**src/rtl/pyc_sync_mem_dp_arb.sv**
```systemverilog
// pyc_sync_mem_dp_arb: zero-init sweep, then round-robin sharing of the 2R1W memory's read ports plus write pass-through.
module pyc_sync_mem_dp_arb #(
    parameter int ADDR_WIDTH = 64,
    parameter int DATA_WIDTH = 64,
    parameter int DEPTH      = 1024,
    parameter int NREQ       = 4
) (
    input  logic                       clk,
    input  logic                       rst,
    output logic                       init_done,
    input  logic [NREQ-1:0]            req_valid,
    input  logic [NREQ*ADDR_WIDTH-1:0] req_addr,
    output logic [NREQ-1:0]            req_ready,
    output logic [NREQ-1:0]            rsp_valid,
    output logic [NREQ*DATA_WIDTH-1:0] rsp_data,
    input  logic                       wr_valid,
    input  logic [ADDR_WIDTH-1:0]      wr_addr,
    input  logic [DATA_WIDTH-1:0]      wr_data,
    input  logic [DATA_WIDTH/8-1:0]    wr_strb,
    output logic                       wr_ready,
    output logic                       mem_ren0,
    output logic [ADDR_WIDTH-1:0]      mem_raddr0,
    input  logic [DATA_WIDTH-1:0]      mem_rdata0,
    output logic                       mem_ren1,
    output logic [ADDR_WIDTH-1:0]      mem_raddr1,
    input  logic [DATA_WIDTH-1:0]      mem_rdata1,
    output logic                       mem_wvalid,
    output logic [ADDR_WIDTH-1:0]      mem_waddr,
    output logic [DATA_WIDTH-1:0]      mem_wdata,
    output logic [DATA_WIDTH/8-1:0]    mem_wstrb
);
    localparam int CW = DEPTH > 1 ? $clog2(DEPTH) : 1;
    localparam int RW = $clog2(NREQ);
    typedef enum logic {INIT, RUN} state_t;
    state_t          state_q, state_d;
    logic [CW-1:0]   cnt_q, cnt_d;
    logic [RW-1:0]   rr_q, rr_d, idx;
    logic            v0_q, v0_d, v1_q, v1_d;
    logic [RW-1:0]   id0_q, id0_d, id1_q, id1_d;
    always_ff @(posedge clk) begin
        if (rst) begin
            state_q <= INIT;
            cnt_q   <= '0;
            rr_q    <= '0;
            v0_q    <= 1'b0;
            v1_q    <= 1'b0;
            id0_q   <= '0;
            id1_q   <= '0;
        end else begin
            state_q <= state_d;
            cnt_q   <= cnt_d;
            rr_q    <= rr_d;
            v0_q    <= v0_d;
            v1_q    <= v1_d;
            id0_q   <= id0_d;
            id1_q   <= id1_d;
        end
    end
    always_comb begin
        state_d    = state_q;
        cnt_d      = cnt_q;
        rr_d       = rr_q;
        idx        = '0;
        id0_d      = '0;
        id1_d      = '0;
        init_done  = state_q == RUN;
        req_ready  = '0;
        wr_ready   = 1'b0;
        mem_ren0   = 1'b0;
        mem_ren1   = 1'b0;
        mem_raddr0 = '0;
        mem_raddr1 = '0;
        mem_wvalid = 1'b1;
        mem_waddr  = ADDR_WIDTH'(cnt_q);
        mem_wdata  = '0;
        mem_wstrb  = '1;
        if (state_q == INIT) begin
            cnt_d   = cnt_q + 1'b1;
            state_d = cnt_q == CW'(DEPTH - 1) ? RUN : INIT;
        end else begin
            wr_ready   = 1'b1;
            mem_wvalid = wr_valid;
            mem_waddr  = wr_addr;
            mem_wdata  = wr_data;
            mem_wstrb  = wr_strb;
            // Scan from rr: the first valid requester takes port 0, the next takes port 1.
            for (int k = 0; k < NREQ; k++) begin
                idx = RW'((int'(rr_q) + k) % NREQ);
                if (req_valid[idx] && !mem_ren0) begin
                    mem_ren0       = 1'b1;
                    mem_raddr0     = req_addr[idx*ADDR_WIDTH +: ADDR_WIDTH];
                    id0_d          = idx;
                    req_ready[idx] = 1'b1;
                end else if (req_valid[idx] && !mem_ren1) begin
                    mem_ren1       = 1'b1;
                    mem_raddr1     = req_addr[idx*ADDR_WIDTH +: ADDR_WIDTH];
                    id1_d          = idx;
                    req_ready[idx] = 1'b1;
                end
            end
            rr_d = mem_ren1 ? RW'((int'(id1_d) + 1) % NREQ) :
                   mem_ren0 ? RW'((int'(id0_d) + 1) % NREQ) : rr_q;
        end
        v0_d = mem_ren0;
        v1_d = mem_ren1;
    end
    always_comb begin
        rsp_valid = '0;
        rsp_data  = '0;
        if (v0_q) begin
            rsp_valid[id0_q]                          = 1'b1;
            rsp_data[id0_q*DATA_WIDTH +: DATA_WIDTH] = mem_rdata0;
        end
        if (v1_q) begin
            rsp_valid[id1_q]                          = 1'b1;
            rsp_data[id1_q*DATA_WIDTH +: DATA_WIDTH] = mem_rdata1;
        end
    end
endmodule

```
**config.mk**
```make
export PLATFORM = sky130hd
export DESIGN_NAME = pyc_sync_mem_dp_arb
export DESIGN_NICKNAME = d
export VERILOG_FILES = /design/src/rtl/pyc_sync_mem_dp_arb.sv
export SDC_FILE = /design/constraint.sdc
export NUM_CORES = 1
export LEC_CHECK = 0
export CORE_AREA = 2 2 413 415
export DETAILED_ROUTE_END_ITERATION = 6
export DIE_AREA = 0 0 415 417
export HOLD_SLACK_MARGIN = 0.12
export PLACE_DENSITY = 0.31
export SLEW_MARGIN = 20
export SYNTH_ARGS = -nofsm -noshare
export SYNTH_HDL_FRONTEND = slang
export SYNTH_SLANG_ARGS = --single-unit
```
**constraint.sdc**
```tcl
create_clock -name clk -period 9.6 [get_ports clk]
set_input_delay 2.4 -clock clk [delete_from_list [all_inputs] [get_ports clk]]
set_output_delay 2.4 -clock clk [all_outputs]
set_load 0.01 [all_outputs]
```
---- Yosys cells after proc, flatten, opt, wreduce, memory -nomap -nowiden ----
Cells that the tools add are included.
storage, ports and cells
  register bits ........................... 19
  input port bits ......................... 527
  output and inout port bits .............. 533
operators by class
  $add $sub $neg .......................... 8
  $lt $le $gt $ge ......................... 12
  eq/ne operators ......................... 1
  shifts and indexed selects .............. 8
  multiplexer cells ....................... 92
  bitwise operators ....................... 6
  reductions and logical operators ........ 21
operators with widths
  cell                                                               number
  indexed part select 256 x 9 -> 64 bit                              4
  two-way mux 64 bit                                                 15
  two-way mux 256 bit                                                2
  variable shift 64 x 34 -> 256 bit, first input constant            2
  indexed part select 64 x 34 -> 256 bit                             2
  AND 256 bit                                                        1
  bitwise mux 256 bit                                                1
  negator 8 -> 34 bit                                                2
  two-way mux 4 bit                                                  13
  two-way mux 1 bit                                                  35
  two-way mux 2 bit                                                  15
  less-than comparator 2 x 3 -> 1 bit, second input constant         6
  bitwise OR 4 bit                                                   4
  demux 1 bit (select 2 bit)                                         6
  greater-or-equal comparator 2 x 1 -> 1 bit, second input constant  6
  logical AND 1 bit                                                  12
  adder 10 x 1 -> 10 bit, second input constant                      1
  equality test 10 bit, second input constant                        1
  binary-select mux 1 bit (select 2 bit)                             4
  two-way mux 8 bit                                                  1
  adder 2 x 1 -> 2 bit, second input constant                        3
  logical NOT 1 bit                                                  6
  adder 2 bit, second input constant                                 2
  AND reduction 2 bit                                                1
  other kinds (3)                                                    3

---- Logic depth before layout (Yosys ltp) ----
  word-level depth ........................ 22
  mapped depth ............................ 15

---- Worst setup path after synthesis ----
No wires, ideal clock.
  kind .................................... input port to output port
  from .................................... input req_valid[3]
  to ...................................... output mem_raddr0[22]
  arrival time ............................ 4201 ps
  required time ........................... 7200 ps
  setup slack ............................. 2999 ps
  stages .................................. 9
  path buffers ............................ 4
  cell sequence ........................... clkbuf_1 -> mux4_2 -> buf_2 -> nor2_2 -> and3_1 -> buf_4 -> buf_2 -> a22oi_1 -> a21boi_1
between the ends
  word-level cells in the longest chain between the ends .. 16
  elaborated cells on any way between the ends .. 25
ends and longest elaborated chain
  item                                     RTL line  source
  from (decl)                              11        input logic [NREQ-1:0] req_valid,
  binary-select mux 1 bit (select 2 bit)   89        if (req_valid[idx] && !mem_ren0) begin
  two-way mux 1 bit (implied by the code)  89
  two-way mux 1 bit                        89
  two-way mux 1 bit                        77        if (state_q == INIT) begin
  logical NOT 1 bit                        89
  logical AND 1 bit                        89
  two-way mux 1 bit                        89
  two-way mux 1 bit                        77
  logical NOT 1 bit                        89
  logical AND 1 bit                        89
  two-way mux 1 bit                        89
  two-way mux 1 bit                        77
  logical NOT 1 bit                        89
  logical AND 1 bit                        89
  two-way mux 64 bit (*)                   89
  two-way mux 64 bit (*)                   77
  to (decl)                                22        output logic [ADDR_WIDTH-1:0] mem_raddr0,
Mark *: on every way between the ends. The rest lies on a longest branch, timed or not. The select of a mux whose other input is x is not followed.

---- Final worst setup path ----
  from .................................... input req_valid[3]
  to ...................................... output mem_raddr1[61]
between the ends
  word-level cells in the longest chain between the ends .. 20
  elaborated cells on any way between the ends .. 43
ends and longest elaborated chain
  item                                     RTL line  source
  binary-select mux 1 bit (select 2 bit)   89, 94
  two-way mux 1 bit (implied by the code)  89, 94
  two-way mux 1 bit                        89, 94
  two-way mux 1 bit                        89
  two-way mux 1 bit                        77
  logical NOT 1 bit                        94        end else if (req_valid[idx] && !mem_ren1) begin
  logical AND 1 bit                        94
  two-way mux 1 bit                        94
  [4 not listed]                           n/a
  two-way mux 1 bit                        94
  two-way mux 1 bit                        89
  two-way mux 1 bit                        77
  logical NOT 1 bit                        94
  logical AND 1 bit                        94
  two-way mux 64 bit                       94
  two-way mux 64 bit (*)                   89
  two-way mux 64 bit (*)                   77
  to (decl)                                25        output logic [ADDR_WIDTH-1:0] mem_raddr1,
Marks and branches as above.

==> flow_metrics.env <==
export IMPL_status="completed"
export IMPL_syn_num_nets=2092
export IMPL_max_cap_viol_count=0
export IMPL_final_core_utilization_pct=16.43
export IMPL_grt_pass1_vias=19260
export IMPL_clk_pin_slew_ps=50
export IMPL_drt_iter0_markers=1232
export IMPL_ys_top_cells_by_area="mux4_2 39%, a22o_1 16%, and2_1 5.2%"
export IMPL_ir_drop_v=0.00003908
export IMPL_rows=151
export IMPL_synthToLayoutAreaGrowth_pct=90.13
export IMPL_synth_top_family_by_area="multiplexers"
export IMPL_yosysTopAreaCell="mux4_2"
export IMPL_cts_sink_count=19
export IMPL_drc=0
export IMPL_synth_cell_types=63
export IMPL_synthMuxAreaShare_pct=41.00
export IMPL_fin_skew_ps=2.264
export IMPL_critical_path_required_ps=7200
export IMPL_port_buffers=1059
export IMPL_place_area_sq_mm=0.02756
export IMPL_cts_root_buffer="clkbuf_16"
export IMPL_relSlewSlack_pct=21.10
export IMPL_ctsResizeCount=0
export IMPL_async_flop_share_pct=0
export IMPL_postCtsSetupRepairBufs=0
export IMPL_p_total_w=0.0007317
export IMPL_first_pass_iters=7
export IMPL_synth_fa_ha_area_share_pct=1.701
export IMPL_synth_simple_area_share_pct=13.89
export IMPL_nets=2990
export IMPL_core_sq_mm=0.1685
export IMPL_power_density_mw_per_mm2=26.43
export IMPL_clkLatencyLatePin_ps=250
export IMPL_ys_seq_area_share_pct=2.612
export IMPL_gp_congestion=0.7969
export IMPL_wl_per_cell_um=26.61
export IMPL_final_area_sq_mm=0.02769
export IMPL_dp_hpwl_um=100100
export IMPL_cts_tree="done"
export IMPL_critPathKind="in -> out"
export IMPL_ctsHoldBuffers=0
export IMPL_grt_max_degree=182
export IMPL_vias=19310
export IMPL_hp_class="reg -> reg"
export IMPL_numCtsBuffers=3
export IMPL_synth_xor_area_share_pct=0.5413
export IMPL_grt_overflow=0
export IMPL_synth_most_common_cell="a22o_1"
export IMPL_synth_edf_count=0
export IMPL_final_antenna_net_count=0
export IMPL_hold_viol_final=0
export IMPL_clockBufferDepth=2
export IMPL_yosys_area_top_type_share_pct=38.98
export IMPL_synth_main_ff_cell="dfxtp_1"
export IMPL_syn_area_per_cell_sq_um=9.419
export IMPL_antenna_found_initial=62
export IMPL_initial_utilization_pct=8.640
export IMPL_grt_usage_pct=13.43
export IMPL_synthTopCellsByCount="260 x a22o_1, 252 x mux4_2, 143 x clkbuf_1, 127 x nand2_1, 120 x and2_1"
export IMPL_yosysWarnings=0
export IMPL_slew_violations=0
export IMPL_min_period_ps=8493
export IMPL_p_leak_nw=8.175
export IMPL_synthesis_area_sq_mm=0.01456
export IMPL_tightest_slew_ps=1183
export IMPL_num_io_pins=1060
export IMPL_dieArea_sq_mm=0.1731
export IMPL_syn_inst=1546
export IMPL_grt_pass1_wl_um=167400
export IMPL_finalCritPeriodShare_pct=88.47
export IMPL_rsz0062_at_grt="no"
export IMPL_drive_gt1_share_pct=14.90
export IMPL_worstSetupStartpointType="input pin"
export IMPL_fmax_mhz=117.7
export IMPL_routed_via_density=4.126
export IMPL_cp_end_kind="primary output"
export IMPL_die_h_um=417
export IMPL_synth_compound_area_share_pct=33.61
export IMPL_synth_seq_cells=19
export IMPL_setup_violations=0
export IMPL_htree_levels=1
export IMPL_path_max_fanout=21
export IMPL_chipWidth_um=415
export IMPL_critPathArrivalTime_ps=6090
export IMPL_setup_tns_ps=0
export IMPL_wl_um=124500
[flip-flops by register name (all words and copies together), names as in the netlist]
name / count
rr_q: 2
v0_q: 1
v1_q: 1
id1_q: 2
init_done: 1
cnt_q: 10
id0_q: 2
[report_power, final]
group          internal (W)  leakage, nW   total, W  switching (W)
logic              0.000319         7.98   0.000567       0.000248
registers         0.0000792        0.156  0.0000804     0.00000119
clock network     0.0000564       0.0383  0.0000847      0.0000283
total              0.000455         8.18   0.000732       0.000277
[critical path: stages]
cell and delay (ps):
clkdlybuf4s50_1 620, mux2_4 390, mux2i_4 430, nor2_1 180, o311ai_4 320, buf_4 380, nor2_1 90, nor3_1 580
clkdlybuf4s50_1 670
[per-layer routing]
layer	track usage (%)	wire [um]
met1	13.38	41890
met2	27.19	69960
met3	2.750	7762
met4	4.380	4785
met5	0	103
[final timing paths]
path	cells past startpoint	slack, ps	from	to
min reg2reg	2	500	cnt_q[8]$_SDFFE_PP0N_	cnt_q[8]$_SDFFE_PP0N_
min	2	500	cnt_q[8]$_SDFFE_PP0N_	cnt_q[8]$_SDFFE_PP0N_
max reg2reg	10	5290	rr_q[0]$_SDFFE_PP0P_	rr_q[1]$_SDFFE_PP0P_
max	9	1110	req_valid[3]	mem_raddr1[61]
[logic make-up (layout without fill, tap and decap cells)]
kind of cell             Yosys count  in the layout
multiplexers                     276            276
XOR/XNOR                           9              9
flip-flops                        19             19
other                              0             18
AND/OR/NAND/NOR                  385            385
adder cells (fa/ha/maj)           20             20
buffers and inverters            226           1123
AO/OA/AOI/OAI                    611            611
[final cells by class]
type	instances	area (sq um)
Antenna cell	18	45.04
Clock buffer	4	78.83
Fill cell	18920	140800
Inverter	11	41.29
Multi-Input combinational cell	1301	13340
Sequential cell	19	391.6
Tap cell	2218	2775
Timing Repair Buffer	1108	11010
[metrics by stage]
stage	std cells	worst slack, ps	hold slack (ps)
5_1_grt	4677	978.5	532.3
6_report	4679	1107	500.1
2_1_floorplan	1546	2999	452.1
4_1_cts	4661	1114	501.5
3_3_place_gp	4657	1133	471.9
3_5_place_dp	4657	1117	490.6
[cell usage in the layout, fill, tap and decap left out, drive strengths merged, types with 21 or more instances in the layout]
master and instances:
nand2 129, a22o 260, mux4 252, and2 121, a221o 43, a21boi 68
o21ai 93, nor2 33, a22oi 21, a222oi 43, buf 51, a21oi 30
nor2b 48, clkdlybuf4s50 1057
Power figures use the tool's default switching activity.
